File: src/rtl/pong_sound_pkg.sv
// Shared sound IDs, note table and lookup helpers for the Pong sound sequencer.
// Sound IDs are ordered so that a numerically larger ID has higher priority.
package pong_sound_pkg;

  typedef enum logic [1:0] {
    SndNone   = 2'd0,
    SndWall   = 2'd1,
    SndPaddle = 2'd2,
    SndScore  = 2'd3
  } sound_e;

  localparam int unsigned NoteBits = 20;
  localparam int unsigned DurBits  = 8;

  localparam logic [NoteBits-1:0] WallHalf    = 20'd113636;
  localparam logic [NoteBits-1:0] PaddleHalf  = 20'd56818;
  localparam logic [NoteBits-1:0] ScoreHalf0  = 20'd56818;
  localparam logic [NoteBits-1:0] ScoreHalf1  = 20'd45126;
  localparam logic [NoteBits-1:0] ScoreHalf2  = 20'd37936;
  localparam logic [DurBits-1:0]  WallDur     = 8'd10;
  localparam logic [DurBits-1:0]  PaddleDur   = 8'd10;
  localparam logic [DurBits-1:0]  ScoreDur    = 8'd15;

  localparam logic [1:0] WallNotes   = 2'd1;
  localparam logic [1:0] PaddleNotes = 2'd1;
  localparam logic [1:0] ScoreNotes  = 2'd3;

  function automatic logic [NoteBits-1:0] note_half(sound_e snd, logic [1:0] idx);
    logic [NoteBits-1:0] h;
    h = '0;
    case (snd)
      SndWall:   h = WallHalf;
      SndPaddle: h = PaddleHalf;
      SndScore: begin
        case (idx)
          2'd0:    h = ScoreHalf0;
          2'd1:    h = ScoreHalf1;
          2'd2:    h = ScoreHalf2;
          default: h = '0;
        endcase
      end
      default:   h = '0;
    endcase
    return h;
  endfunction

  function automatic logic [DurBits-1:0] note_dur(sound_e snd);
    logic [DurBits-1:0] d;
    case (snd)
      SndWall:   d = WallDur;
      SndPaddle: d = PaddleDur;
      SndScore:  d = ScoreDur;
      default:   d = '0;
    endcase
    return d;
  endfunction

  function automatic logic [1:0] note_count(sound_e snd);
    logic [1:0] n;
    case (snd)
      SndWall:   n = WallNotes;
      SndPaddle: n = PaddleNotes;
      SndScore:  n = ScoreNotes;
      default:   n = 2'd0;
    endcase
    return n;
  endfunction

  // Request/pending vectors use bit0 = wall, bit1 = paddle, bit2 = score.
  function automatic sound_e pick_highest(logic [2:0] m);
    sound_e s;
    if (m[2])      s = SndScore;
    else if (m[1]) s = SndPaddle;
    else if (m[0]) s = SndWall;
    else           s = SndNone;
    return s;
  endfunction

  function automatic logic [2:0] sound_mask(sound_e snd);
    logic [2:0] m;
    case (snd)
      SndWall:   m = 3'b001;
      SndPaddle: m = 3'b010;
      SndScore:  m = 3'b100;
      default:   m = 3'b000;
    endcase
    return m;
  endfunction

endpackage

File: src/rtl/pong_sound_sequencer_if.sv
// Game-event requests in, tone-generator controls out.
interface pong_sound_sequencer_if #(
    parameter int unsigned NumberOfBits = 20
);
    logic                    wall_hit;
    logic                    paddle_hit;
    logic                    score;
    logic                    mute;
    logic [NumberOfBits-1:0] half_period;
    logic                    note_strobe;
    logic                    busy;
    logic [1:0]              active_sound;

    modport master (
        output wall_hit, paddle_hit, score, mute,
        input  half_period, note_strobe, busy, active_sound
    );

    modport slave (
        input  wall_hit, paddle_hit, score, mute,
        output half_period, note_strobe, busy, active_sound
    );
endinterface

File: src/rtl/pong_tick_prescaler.sv
// Emits a one-cycle tick every TickDivisor cycles; clear_i restarts the count from zero.
module pong_tick_prescaler #(
    parameter int unsigned TickDivisor = 500000,
    parameter int unsigned TickBits    = 19
) (
    input  logic clk_i,
    input  logic rst_i,
    input  logic clear_i,
    output logic tick_o
);
    logic [TickBits-1:0] count_q, count_d;

    always_comb begin
        tick_o  = (count_q == TickBits'(TickDivisor - 1));
        count_d = count_q + TickBits'(1);
        if (clear_i || tick_o) count_d = '0;
    end

    always_ff @(posedge clk_i or posedge rst_i) begin
        if (rst_i) count_q <= '0;
        else       count_q <= count_d;
    end
endmodule

File: src/rtl/pong_sound_sequencer.sv
// Priority arbiter and note sequencer sharing one square-wave tone generator
// between the wall, paddle and score sound effects.
module pong_sound_sequencer
    import pong_sound_pkg::*;
#(
    parameter int unsigned NumberOfBits = 20,
    parameter int unsigned TickDivisor  = 500000,
    parameter int unsigned TickBits     = 19,
    parameter int unsigned GapTicks     = 2
) (
    input  logic                   clk_i,
    input  logic                   rst_i,
    pong_sound_sequencer_if.slave  bus_io
);
    typedef enum logic [1:0] {StIdle, StPlay, StGap} state_e;

    state_e                  state_q, state_d;
    sound_e                  active_q, active_d;
    logic [1:0]              idx_q, idx_d;
    logic [DurBits-1:0]      tick_cnt_q, tick_cnt_d;
    logic [NumberOfBits-1:0] note_q, note_d;
    logic                    strobe_q, strobe_d;
    logic [2:0]              pending_q, pending_d;

    logic                    tick, clear;
    logic [2:0]              req_eff, pend_all;
    sound_e                  req_top, pend_top, start_snd;
    logic [DurBits:0]        tick_next;
    logic [DurBits-1:0]      dur_eff;
    logic                    note_done, gap_done, more_notes;

    pong_tick_prescaler #(
        .TickDivisor (TickDivisor),
        .TickBits    (TickBits)
    ) u_prescaler (
        .clk_i   (clk_i),
        .rst_i   (rst_i),
        .clear_i (clear),
        .tick_o  (tick)
    );

    always_comb begin
        // A request for the sound already playing is dropped, never retriggered.
        req_eff    = {bus_io.score, bus_io.paddle_hit, bus_io.wall_hit} & ~sound_mask(active_q);
        pend_all   = pending_q | req_eff;
        req_top    = pick_highest(req_eff);
        pend_top   = pick_highest(pend_all);
        tick_next  = {1'b0, tick_cnt_q} + 9'd1;
        dur_eff    = (note_dur(active_q) == '0) ? 8'd1 : note_dur(active_q);
        note_done  = tick && (tick_next >= {1'b0, dur_eff});
        gap_done   = tick && (tick_next >= 9'(GapTicks));
        more_notes = ({1'b0, idx_q} + 3'd1) < {1'b0, note_count(active_q)};

        state_d    = state_q;
        active_d   = active_q;
        idx_d      = idx_q;
        tick_cnt_d = tick_cnt_q;
        note_d     = note_q;
        strobe_d   = 1'b0;
        clear      = 1'b0;
        start_snd  = SndNone;

        case (state_q)
            StIdle: begin
                if (pend_all != 3'b000) start_snd = pend_top;
            end
            StPlay: begin
                if (req_top > active_q) begin
                    start_snd = req_top;
                end else if (note_done) begin
                    tick_cnt_d = '0;
                    clear      = 1'b1;
                    if (more_notes) begin
                        state_d = StGap;
                        idx_d   = idx_q + 2'd1;
                        note_d  = '0;
                    end else if (pend_all != 3'b000) begin
                        start_snd = pend_top;
                    end else begin
                        state_d  = StIdle;
                        active_d = SndNone;
                        idx_d    = '0;
                        note_d   = '0;
                    end
                end else if (tick) begin
                    tick_cnt_d = tick_next[DurBits-1:0];
                end
            end
            StGap: begin
                if (req_top > active_q) begin
                    start_snd = req_top;
                end else if (gap_done) begin
                    state_d    = StPlay;
                    tick_cnt_d = '0;
                    clear      = 1'b1;
                    strobe_d   = 1'b1;
                    note_d     = NumberOfBits'(note_half(active_q, idx_q));
                end else if (tick) begin
                    tick_cnt_d = tick_next[DurBits-1:0];
                end
            end
            default: state_d = StIdle;
        endcase

        // Starting a sound (fresh, preempting, or chained) always begins at note 0.
        if (start_snd != SndNone) begin
            state_d    = StPlay;
            active_d   = start_snd;
            idx_d      = '0;
            tick_cnt_d = '0;
            clear      = 1'b1;
            strobe_d   = 1'b1;
            note_d     = NumberOfBits'(note_half(start_snd, 2'd0));
        end
        pending_d = pend_all & ~sound_mask(start_snd);
    end

    always_ff @(posedge clk_i or posedge rst_i) begin
        if (rst_i) begin
            state_q    <= StIdle;
            active_q   <= SndNone;
            idx_q      <= '0;
            tick_cnt_q <= '0;
            note_q     <= '0;
            strobe_q   <= 1'b0;
            pending_q  <= 3'b000;
        end else begin
            state_q    <= state_d;
            active_q   <= active_d;
            idx_q      <= idx_d;
            tick_cnt_q <= tick_cnt_d;
            note_q     <= note_d;
            strobe_q   <= strobe_d;
            pending_q  <= pending_d;
        end
    end

    assign bus_io.half_period  = bus_io.mute ? '0 : note_q;
    assign bus_io.note_strobe  = strobe_q;
    assign bus_io.busy         = (state_q != StIdle);
    assign bus_io.active_sound = active_q;
endmodule
File: src/flat_wrapper.sv
// flat-port wrapper written by rule: the top's interface ports become plain ports
module pong_sound_sequencer_flat import pong_sound_pkg::*;
#(
    parameter int unsigned NumberOfBits = 20,
    parameter int unsigned TickDivisor  = 500000,
    parameter int unsigned TickBits     = 19,
    parameter int unsigned GapTicks     = 2
)
  (clk_i, rst_i, bus_io_wall_hit, bus_io_paddle_hit, bus_io_score, bus_io_mute, bus_io_half_period, bus_io_note_strobe, bus_io_busy, bus_io_active_sound);
  pong_sound_sequencer_if #(.NumberOfBits(NumberOfBits)) bus_io_i ();
  input  logic clk_i;
  input  logic rst_i;
  input wire logic [$bits(bus_io_i.wall_hit)-1:0] bus_io_wall_hit;
  input wire logic [$bits(bus_io_i.paddle_hit)-1:0] bus_io_paddle_hit;
  input wire logic [$bits(bus_io_i.score)-1:0] bus_io_score;
  input wire logic [$bits(bus_io_i.mute)-1:0] bus_io_mute;
  output wire logic [$bits(bus_io_i.half_period)-1:0] bus_io_half_period;
  output wire logic [$bits(bus_io_i.note_strobe)-1:0] bus_io_note_strobe;
  output wire logic [$bits(bus_io_i.busy)-1:0] bus_io_busy;
  output wire logic [$bits(bus_io_i.active_sound)-1:0] bus_io_active_sound;
  assign bus_io_i.wall_hit = bus_io_wall_hit;
  assign bus_io_i.paddle_hit = bus_io_paddle_hit;
  assign bus_io_i.score = bus_io_score;
  assign bus_io_i.mute = bus_io_mute;
  assign bus_io_half_period = bus_io_i.half_period;
  assign bus_io_note_strobe = bus_io_i.note_strobe;
  assign bus_io_busy = bus_io_i.busy;
  assign bus_io_active_sound = bus_io_i.active_sound;
  pong_sound_sequencer #(.NumberOfBits(NumberOfBits), .TickDivisor(TickDivisor), .TickBits(TickBits), .GapTicks(GapTicks)) u_core (.clk_i(clk_i), .rst_i(rst_i), .bus_io(bus_io_i));
endmodule
File: config.mk
export PLATFORM = sky130hd
export DESIGN_NAME = pong_sound_sequencer_flat
export DESIGN_NICKNAME = d
export VERILOG_FILES = /design/src/rtl/pong_sound_pkg.sv /design/src/rtl/pong_sound_sequencer_if.sv /design/src/rtl/pong_tick_prescaler.sv /design/src/rtl/pong_sound_sequencer.sv /design/src/flat_wrapper.sv
export SDC_FILE = /design/constraint.sdc
export NUM_CORES = 1
export LEC_CHECK = 0
export CORE_MARGIN = 10
export CORE_UTILIZATION = 55
export CTS_BUF_LIST = sky130_fd_sc_hd__clkbuf_16
export CTS_CLUSTER_SIZE = 12
export DETAILED_ROUTE_END_ITERATION = 6
export PLACE_DENSITY = 0.77
export SLEW_MARGIN = 10
export SYNTH_ARGS = -nofsm -noshare
export SYNTH_HDL_FRONTEND = slang
export SYNTH_SLANG_ARGS = --single-unit
File: constraint.sdc
create_clock -name clk_i -period 9.5 [get_ports clk_i]
set_input_delay 0.95 -clock clk_i [delete_from_list [all_inputs] [get_ports clk_i]]
set_output_delay 0.95 -clock clk_i [all_outputs]
set_load 0.01 [all_outputs]
After elaboration in Yosys (flattened, before gate mapping)
Index checks and enable logic that the tools add are counted.

operators by class
  bitwise operators = 5
  reductions and logical operators = 19
  muxes and demuxes = 63
  add/sub/neg operators = 4
  eq/ne operators = 21
  order comparisons = 4

operators by type and width
  operator                                              number
  2-to-1 mux 20 bit                                     8
  case mux 20 bit (3 select lines)                      1
  2-to-1 mux 2 bit                                      26
  2-to-1 mux 8 bit                                      6
  case mux 16 bit (3 select lines)                      1
  case mux 20 bit (2 select lines)                      1
  case mux 17 bit (2 select lines)                      1
  adder 19 x 1 -> 19 bit (second input constant)        1
  equality test 19 bit (second input constant)          1
  2-to-1 mux 19 bit                                     1
  case mux 3 bit (3 select lines)                       2
  case mux 8 bit (2 select lines)                       1
  equality test 2 bit (second input constant)           6
  case mux 2 bit (3 select lines)                       2
  AND reduction 6 bit                                   2
  adder 8 x 1 -> 9 bit (second input constant)          1
  >= comparator 9 x 2 -> 1 bit (second input constant)  1
  >= comparator 9 x 8 -> 1 bit                          1
  2-to-1 mux 1 bit                                      9
  equality test 2 x 1 -> 1 bit (second input constant)  4
  logical NOT 8 bit                                     1
  case mux 4 bit (2 select lines)                       1
  nonzero test 2 bit                                    4
  bitwise AND 3 bit                                     2
  23 further kinds                                      32

word-level totals
  input bits = 6
  register bits after elaboration = 57

Depth between registers and ports, before layout
Gate-level depths: netlist of the first run.

  depth after elaboration = 17
  mapped depth = 15

Cells and area by module
Synthesis of the first run repeated with hierarchy kept, for this count alone.

second synthesis, totals
  cells, all modules = 352
  area total of the unflattened synthesis = 3,209.3 um2

modules (own cells, without submodules)
  module                times used  cells an instance  seq. area each (um2)  area each (um2)
  pong_sound_sequencer  1           250                675.6                 2,224.6
  pong_tick_prescaler   1           102                475.5                 984.7

Worst setup path after synthesis of the first run
Ideal clock, no wire load.

  path type = input to register
  start = in bus_io_score
  end = reg u_core.note_q[11]
  stages = 11
  slack = 6.208 ns
  arrival = 3.166 ns
  cells stage by stage = nor2b_1 > nand2b_1 > ha_1 > nor2b_1 > o21a_1 > a32oi_2 > a41o_2 > o21ai_4 > a21o_1 > buf_6 > mux2_4

between the ends
  cells in the longest elaborated chain, start to end = 12
  elaborated cells on any way between the ends = 26
  those cells by class = order compare: 1; eq/ne: 8; mux: 10; bitwise: 2; reduce/logical: 5

ends and longest elaborated chain
  element                                                 line                                                                          RTL
  start: declaration                                      flat_wrapper.sv:15                                                            input wire logic [$bits(bus_io_i.score)-1:0] bus_io_score;
  bitwise AND 3 bit *                                     pong_sound_sequencer.sv:44                                                    req_eff = {bus_io.score, bus_io.paddle_hit, bus_io.wall_hit} & ~sound_mask(active_q);
  bitwise OR 3 bit                                        pong_sound_sequencer.sv:45                                                    pend_all = pending_q | req_eff;
  nonzero test 3 bit or 2-to-1 mux 2 bit (tied branches)  pong_sound_sequencer.sv:65, pong_sound_sequencer.sv:77, pong_sound_pkg.sv:72
  2-to-1 mux 2 bit                                        pong_sound_sequencer.sv:65, pong_sound_sequencer.sv:77
  2-to-1 mux 2 bit                                        pong_sound_sequencer.sv:73                                                    if (more_notes) begin
  2-to-1 mux 2 bit                                        pong_sound_sequencer.sv:70                                                    end else if (note_done) begin
  2-to-1 mux 2 bit                                        pong_sound_sequencer.sv:68                                                    if (req_top > active_q) begin
  case mux 2 bit (3 select lines)                         pong_sound_sequencer.sv:63                                                    case (state_q)
  equality test 2 bit                                     pong_sound_pkg.sv:31                                                          case (snd)
  OR reduction 2 bit (no line)                            n/a
  case mux 17 bit (2 select lines)                        pong_sound_pkg.sv:31
  2-to-1 mux 20 bit                                       pong_sound_sequencer.sv:106                                                   if (start_snd != SndNone) begin
  end signal: assignment                                  pong_sound_sequencer.sv:132                                                   note_q <= note_d;
  end: declaration                                        pong_sound_sequencer.sv:21                                                    logic [NumberOfBits-1:0] note_q, note_d;

Every way passes the cells marked *; elsewhere a longest branch is shown, timed or not.
A chain may end at the register's enable or synchronous reset.

Worst setup path after layout of the first run
  start = in bus_io_score
  end = reg u_core.note_q[14]

The elaborated chain is that of the path after synthesis.

==> metrics.md, run 1 <==
| Metric | Value |
|---|---|
| CTS clk-pin slew, worst paths | ~60 ps |
| Max-Cap Viols | 0 |
| Max Clock Freq | 252.9 MHz |
| Core Rows | 27 |
| Top FF cell, synth | dfrtp_1 |
| Crit path max-delay family | simple AND/OR/NAND/NOR gates |
| Post-route non-filler standard cell count | 434 |
| WL met3 | ~470 um |
| Critical path capture point type | flip-flop |
| CTS Root Cell | clkbuf_16 |
| Multi-input gate area | roughly 1900 um2 |
| Status | complete, no violations |
| Fin crit share | 41.63% |
| Post-synthesis area per instance | 9.262 um2 |
| R2R Path Start | u_core.bus_io.active_sound[0] |
| Critical path, cell by cell | clkdlybuf4s50_1, nor2b_1, nand2b_1, ha_1, nor2b_1, o21ai_0, and3_1, nand3_2, o21ai_4, a21o_1, mux2_4 |
| Clock Path Buffers | 2 |
| Post-Syn Area | ~3200 um2 |
| Worst Clk Skew | 5.492 ps |
| Yosys cell types | 53 |
| Full die area | ~9000 um2 |
| Hold wc startpoint | u_core.note_q[1] |
| CTS Hold Bufs | 0 |
| Initial antenna violation count | 0 |
| Post-cts resize count | 0 |
| Dominant cells by area after synthesis | dfrtp_1 (36%), ha_1 (9.5%), nor2_1 (5.1%), mux2_4 (3.8%), xor2_1 (3.6%) |
| Total Routing Usage GR | roughly 15% |
| Vias in the first global route | approximately 2,300 |
| Dpl hpwl | ~5.0 mm |
| Placer Congestion | 0.8691 |
| Filler Cells Inserted | 439 |
| Worst Max-Slew Pin Slew | approximately 950 ps |
| Final net count | 392 |
| Register area share after synthesis | approximately 36% |
| Worst path bufs/invs | 1 |
| Hold WC Path Type | flip-flop to flip-flop |
| Ys async rst share | between 90% and 100% |
| Setup violations, final | 0 |
| Hold Slack | roughly 500 ps |
| Via count | around 2,500 |
| Port Buffers | 24 |
| Hold Vio Cnt, Final | 0 |
| Worst Path Required | roughly 9700 ps |
| Layout cells sized above 1 | around 7.5% |
| RSZ-0062 raised after global routing | no |
| Drt wl/cell | between 15 and 20 um |
| FF/Latch Area | approximately 1200 um2 |
| Met1 wire length | around 3.0 mm |
| Setup CP Type | input pin to flip-flop |
| CP peak stage delay | between 400 and 500 ps |
| Most frequent cells after synthesis | dfrtp_1 (46), nor2_1 (43), ha_1 (24) |
| Synth Register Bits | 46 |
| WL final | roughly 6.7 mm |
| Antenna Cells | 0 |
| Synth warn | 0 |
| Final Critical Period | a little under 4000 ps |
| Synth top area share | 36.23% |
| H-tree levels | 2 |
| CTS Sinks | between 40 and 50 |
| Pwr dens | roughly 270 nW/um2 |
| DR top layer | met4 |
| Starting Density | between 50% and 60% |
| Most frequent cell after synthesis | dfrtp_1 |
| Dpl cells | roughly 430 |
| Slowest cell on crit path | clkdlybuf4s50_1 |
| CP dominant cell by count | nor2b_1 |
| Cts bufs inserted | 5 |
| Worst rel slew slack | 36.79% |
| Clk_lat worst skew | 290 ps |
| TritonCTS clock tree | built |
| GRT overflow | 0 |
| Synth area leader | dfrtp_1 |
| Pin count of the biggest net entering global routing | 47 |
| Die height | roughly 96 um |
| Post-CTS setup buffer count | 0 |
| CP Launch Type | input pin |
| Leak pwr | about 1.6 nW |
| TritonRoute pass-1 iters | 4 |
| Synth Instances | 343 |
| Antenna Nets Post-Route | 0 |
| Max VDD drop | 0.0001334 V |
| Vias per cell | just under 6 |
| DRC errors left | 0 |
| Synth-to-Final Area Change | 11.82% |
| Core Area | roughly 5500 um2 |
| Die X | 96 um |
| Fin. max-slew vios | 0 |
| I/O Pins | 30 |
| First-pass GRT wire length | approximately 11 mm |
| Initial DRC Count | around 150 |
| Critical path launch point | bus_io_score |
| Critical path fanouts, max | 10 |
| Met2 WL | 3.098 mm |
| Setup TNS | 0 ps |
| CP arrival | 4130 ps |
| EDFF count, synth | 0 |
[logic make-up after synthesis]
kind of cell             count (synthesis)  synth area share [%]
multiplexers                             8                 3.781
adder cells (fa/ha/maj)                 25                 10.08
other                                    1                0.1180
AO/OA/AOI/OAI                           70                 15.83
flip-flops                              46                 36.23
buffers and inverters                   36                 5.790
XOR/XNOR                                19                 5.238
AND/OR/NAND/NOR                        138                 22.92
[worst register-to-register path: cells and delay by family, from the launching register on]
kind	cells	cell delay [ps]
and+or+nand+nor	5	1100
AOI/OAI and AO/OA	3	1020
adders and majority gates	2	640
DFF	1	520
muxes	1	340
[sequential cells by signal, indices dropped and copies added, names as in the netlist]
register	count
u_core.state_q	2
u_core.pending_q	3
u_core.idx_q	2
u_core.u_prescaler.count_q	19
u_core.note_q	9
u_core.tick_cnt_q	8
u_core.bus_io.note_strobe	1
u_core.bus_io.active_sound	2
[per-stage QoR]
stage / total power, W / setup slack, ps / utilization (%) / area, um2
floorplan: 0.0006583 / 6208 / - / 3192
global placement: 0.0007604 / 5401 / 61.54 / 3410
detailed placement: 0.0007704 / 5298 / 61.54 / 3410
CTS: 0.0009457 / 5590 / 64.11 / 3552
global route: 0.001015 / 5344 / 64.11 / 3552
finish: 0.0009436 / 5545 / 64.11 / 3552
[placed cells by master, fill, tap and decap left out, drive strengths merged, types with 8 or more instances in the layout]
master,synthesis,final
xor2,13,13
o21ai,16,16
and3,11,11
nand2,17,17
nand3,17,17
inv,19,20
clkdlybuf4s50,0,24
ha,24,24
nor2b,15,15
nand2b,8,8
nor2,43,43
dfrtp,46,46
a21o,9,9
mux2,8,8
a21oi,12,12
[layer usage]
layer | vias to the layer above | global-route usage [%]
li1 | 1234 | -
met1 | 1197 | 19.49
met2 | 79 | 23.77
met3 | 9 | 3.346
met4 | 0 | 5.774
met5 | - | 0
[where the power goes]
part	switching (W)	internal, W	leakage [nW]
Clock	0.0000730	0.0000965	0.0750
Combinational	0.000279	0.000227	0.950
Sequential	0.0000327	0.000236	0.605
[path summary, 6_finish.rpt]
kind	endpoint	slack, ps	cells past startpoint
worst max-delay path	u_core.note_q[14]	5550	11
worst min register to register	u_core.note_q[1]	510	1
worst min-delay path	u_core.note_q[1]	510	1
worst max register to register	u_core.note_q[14]	5750	11
min in group asynchronous	u_core.u_prescaler.count_q[4]	1210	2
max in group asynchronous	u_core.tick_cnt_q[1]	7690	2
[final cells by class]
| type | count | area share (%) |
|---|---|---|
| Timing Repair Buffer | 24 | 6.763 |
| Clock inverter | 3 | 0.4931 |
| Sequential cell | 46 | 32.41 |
| Inverter | 19 | 2.008 |
| Tap cell | 72 | 2.536 |
| Clock buffer | 5 | 3.522 |
| Multi-Input combinational cell | 265 | 52.27 |
(Power assumes the default switching activity.)
==> run 2: changes to the inputs <==
--- a/config.mk
+++ b/config.mk
@@ -6,11 +6,11 @@
 export NUM_CORES = 1
 export LEC_CHECK = 0
 export CORE_MARGIN = 10
-export CORE_UTILIZATION = 55
+export CORE_UTILIZATION = 52
 export CTS_BUF_LIST = sky130_fd_sc_hd__clkbuf_16
 export CTS_CLUSTER_SIZE = 12
 export DETAILED_ROUTE_END_ITERATION = 6
-export PLACE_DENSITY = 0.77
+export PLACE_DENSITY = 0.76
 export SLEW_MARGIN = 10
 export SYNTH_ARGS = -nofsm -noshare
 export SYNTH_HDL_FRONTEND = slang
==> constraint.sdc (replaced) <==
create_clock -name clk_i -period 3.4 [get_ports clk_i]
set_input_delay 0.34 -clock clk_i [delete_from_list [all_inputs] [get_ports clk_i]]
set_output_delay 0.34 -clock clk_i [all_outputs]
set_load 0.01 [all_outputs]
==> run 2 against run 1 <==
Compared with the run above:
- worst hold slack got worse by 5.4 ps
- critical path depth up 1
- clock skew grew 1.9 ps
- final cell count increased by 2.8%
- clock power grew to 3.3 times the previous value
- total power increased to 3.1 times the previous value
- highest routed layer unchanged
- combinational power grew to 3.2 times the previous value
- critical endpoint is now u_core.note_q[15]
==> metrics.md, run 2 (synthesis gave the netlist of run 1 again) <==
| Metric | Value |
|---|---|
| Hold wc startpoint | u_core.u_prescaler.count_q[0] |
| Leak pwr | approximately 1.7 nW |
| Most common cell after layout, fill and taps aside | dfrtp_1 |
| Placer Congestion | 0.8897 |
| Pin count of the biggest net entering global routing | 47 |
| Worst Max-Slew Pin Slew | about 940 ps |
| Critical path launch point | u_core.tick_cnt_q[0] |
| Layout cells sized above 1 | 11.05% |
| Hold WC Path Type | flip-flop to flip-flop |
| Initial DRC Count | about 280 |
| Core Rows | 28 |
| Fin crit share | between 90 and 100% |
| CTS Sinks | 46 |
| Critical path capture point type | flip-flop |
| GRT overflow | 0 |
| Dpl hpwl | approximately 5.3 mm |
| Worst Path Required | between 3000 and 4000 ps |
| Setup violations, final | 0 |
| TritonRoute pass-1 iters | 4 |
| Initial antenna violation count | 0 |
| CTS Hold Bufs | 0 |
| Critical path fanouts, max | 8 |
| Worst Clk Skew | 7.440 ps |
| Dpl cells | 437 |
| Die X | 98.16 um |
| Post-place setup slack | between 40 and 50 ps |
| CP Launch Type | flip-flop |
| Final net count | 401 |
| Largest regs | u_core.u_prescaler.count_q x19, u_core.note_q x9, u_core.tick_cnt_q x8 |
| Status | complete, no violations |
| Vias in the first global route | ~2,500 |
| DRC errors left | 0 |
| R2R Path Start | u_core.tick_cnt_q[0] |
| Antenna Nets Post-Route | 0 |
| Starting Density | between 50% and 60% |
| Cts bufs inserted | 5 |
| Max Clock Freq | a little over 300 MHz |
| Pwr dens | a little under 800 nW/um2 |
| Commonest cells after routing, fill and taps aside | dfrtp_1 (46), nor2_1 (43), ha_1 (24), clkdlybuf4s50_1 (24), inv_1 (18) |
| Post-route non-filler standard cell count | approximately 450 |
| Reg with most FFs | u_core.u_prescaler.count_q |
| Final Critical Period | 3230 ps |
| Full die area | 9635 um2 |
| Setup CP Type | flip-flop to flip-flop |
| Worst rel slew slack | 37.05% |
| Post-layout util | between 60% and 70% |
| Hold Slack | 499.8 ps |
| WL final | 7.129 mm |
| Max reg flops | 19 |
| Synth-to-Final Area Change | 15.36% |
| TritonCTS clock tree | built |
| Max VDD drop | slightly below 0.0004 V |
| Core Area | between 5000 and 6000 um2 |
| Fin. max-slew vios | 0 |
| Setup ws final | between 150 and 200 ps |
| CTS Root Cell | clkbuf_16 |
| Hold Vio Cnt, Final | 0 |
| Clock Path Buffers | 2 |
| Total Routing Usage GR | 14.53% |
| Filler Cells Inserted | roughly 500 |
| First-pass GRT wire length | approximately 12 mm |
| Antenna Cells | 0 |
| Die height | approximately 100 um |
| Port Buffers | 24 |
| CTS clk-pin slew, worst paths | 70 ps |
| Vias per cell | 5.661 |
| Clk_lat worst skew | 290 ps |
| H-tree levels | 2 |
| Max-Cap Viols | 0 |
| I/O Pins | 30 |
| FF/Latch Area | ~1200 um2 |
| CP arrival | between 3000 and 4000 ps |
| Via count | 2,525 |
| Multi-input gate area | approximately 1900 um2 |
| Drt wl/cell | around 16 um |
-- run 2: critical path: stages (launching register included) --
cell	delay [ps]
dfrtp_1	460
ha_1	260
nand2b_1	160
and2_1	160
inv_1	60
ha_1	210
or2_2	270
a21oi_1	220
nor2_1	100
a211oi_4	410
o21a_1	340
o21ai_0	170
mux2_4	290
-- run 2: power by group --
group / switching, W / total (W) / leakage [nW] / internal (W)
logic: 0.000863 / 0.00161 / 0.996 / 0.000748
registers: 0.0000723 / 0.000731 / 0.605 / 0.000659
clock network: 0.000215 / 0.000563 / 0.0842 / 0.000348
total: 0.00115 / 0.00291 / 1.69 / 0.00175
-- run 2: final cells by class --
cell class,instances,share of cell area [%]
clock buffers,5,3.414
clock inverters,3,1.195
inverters,19,1.946
multi-input cells,265,51.08
flip-flops and latches,46,31.41
well taps,75,2.561
repair buffers,33,8.399
-- run 2: stage by stage --
step                power (W)  setup TNS [ps]  cell area, um2
floorplan            0.001839               0            3192
global placement     0.002265               0            3473
detailed placement   0.002306               0            3473
CTS                  0.002875               0            3642
global route         0.003087          -245.7            3665
finish               0.002905               0            3665
-- run 2: metal layers --
metal  GRT usage [%]  up-vias  part of all wire, %
met5               0        -                    0
met4           5.513        0                  1.3
met3           3.101       11                  6.0
met2           23.25       76                   47
met1           18.73     1195                   46
li1                -     1243                    -
-- run 2: timing repair --
action                     CTS  global route
gates resized for setup      0             4
setup buffers                0             1
setup endpoints to repair    0            22
-- run 2: path summary, 6_finish.rpt --
check                                                 endpoint  cells past startpoint  slack, ps
worst min register to register   u_core.u_prescaler.count_q[0]                      1        500
worst min-delay path             u_core.u_prescaler.count_q[0]                      1        500
worst max-delay path                         u_core.note_q[15]                     12        170
worst max register to register               u_core.note_q[15]                     12        170
min in group asynchronous       u_core.u_prescaler.count_q[11]                      2        580
max in group asynchronous                  u_core.pending_q[2]                      2       2240
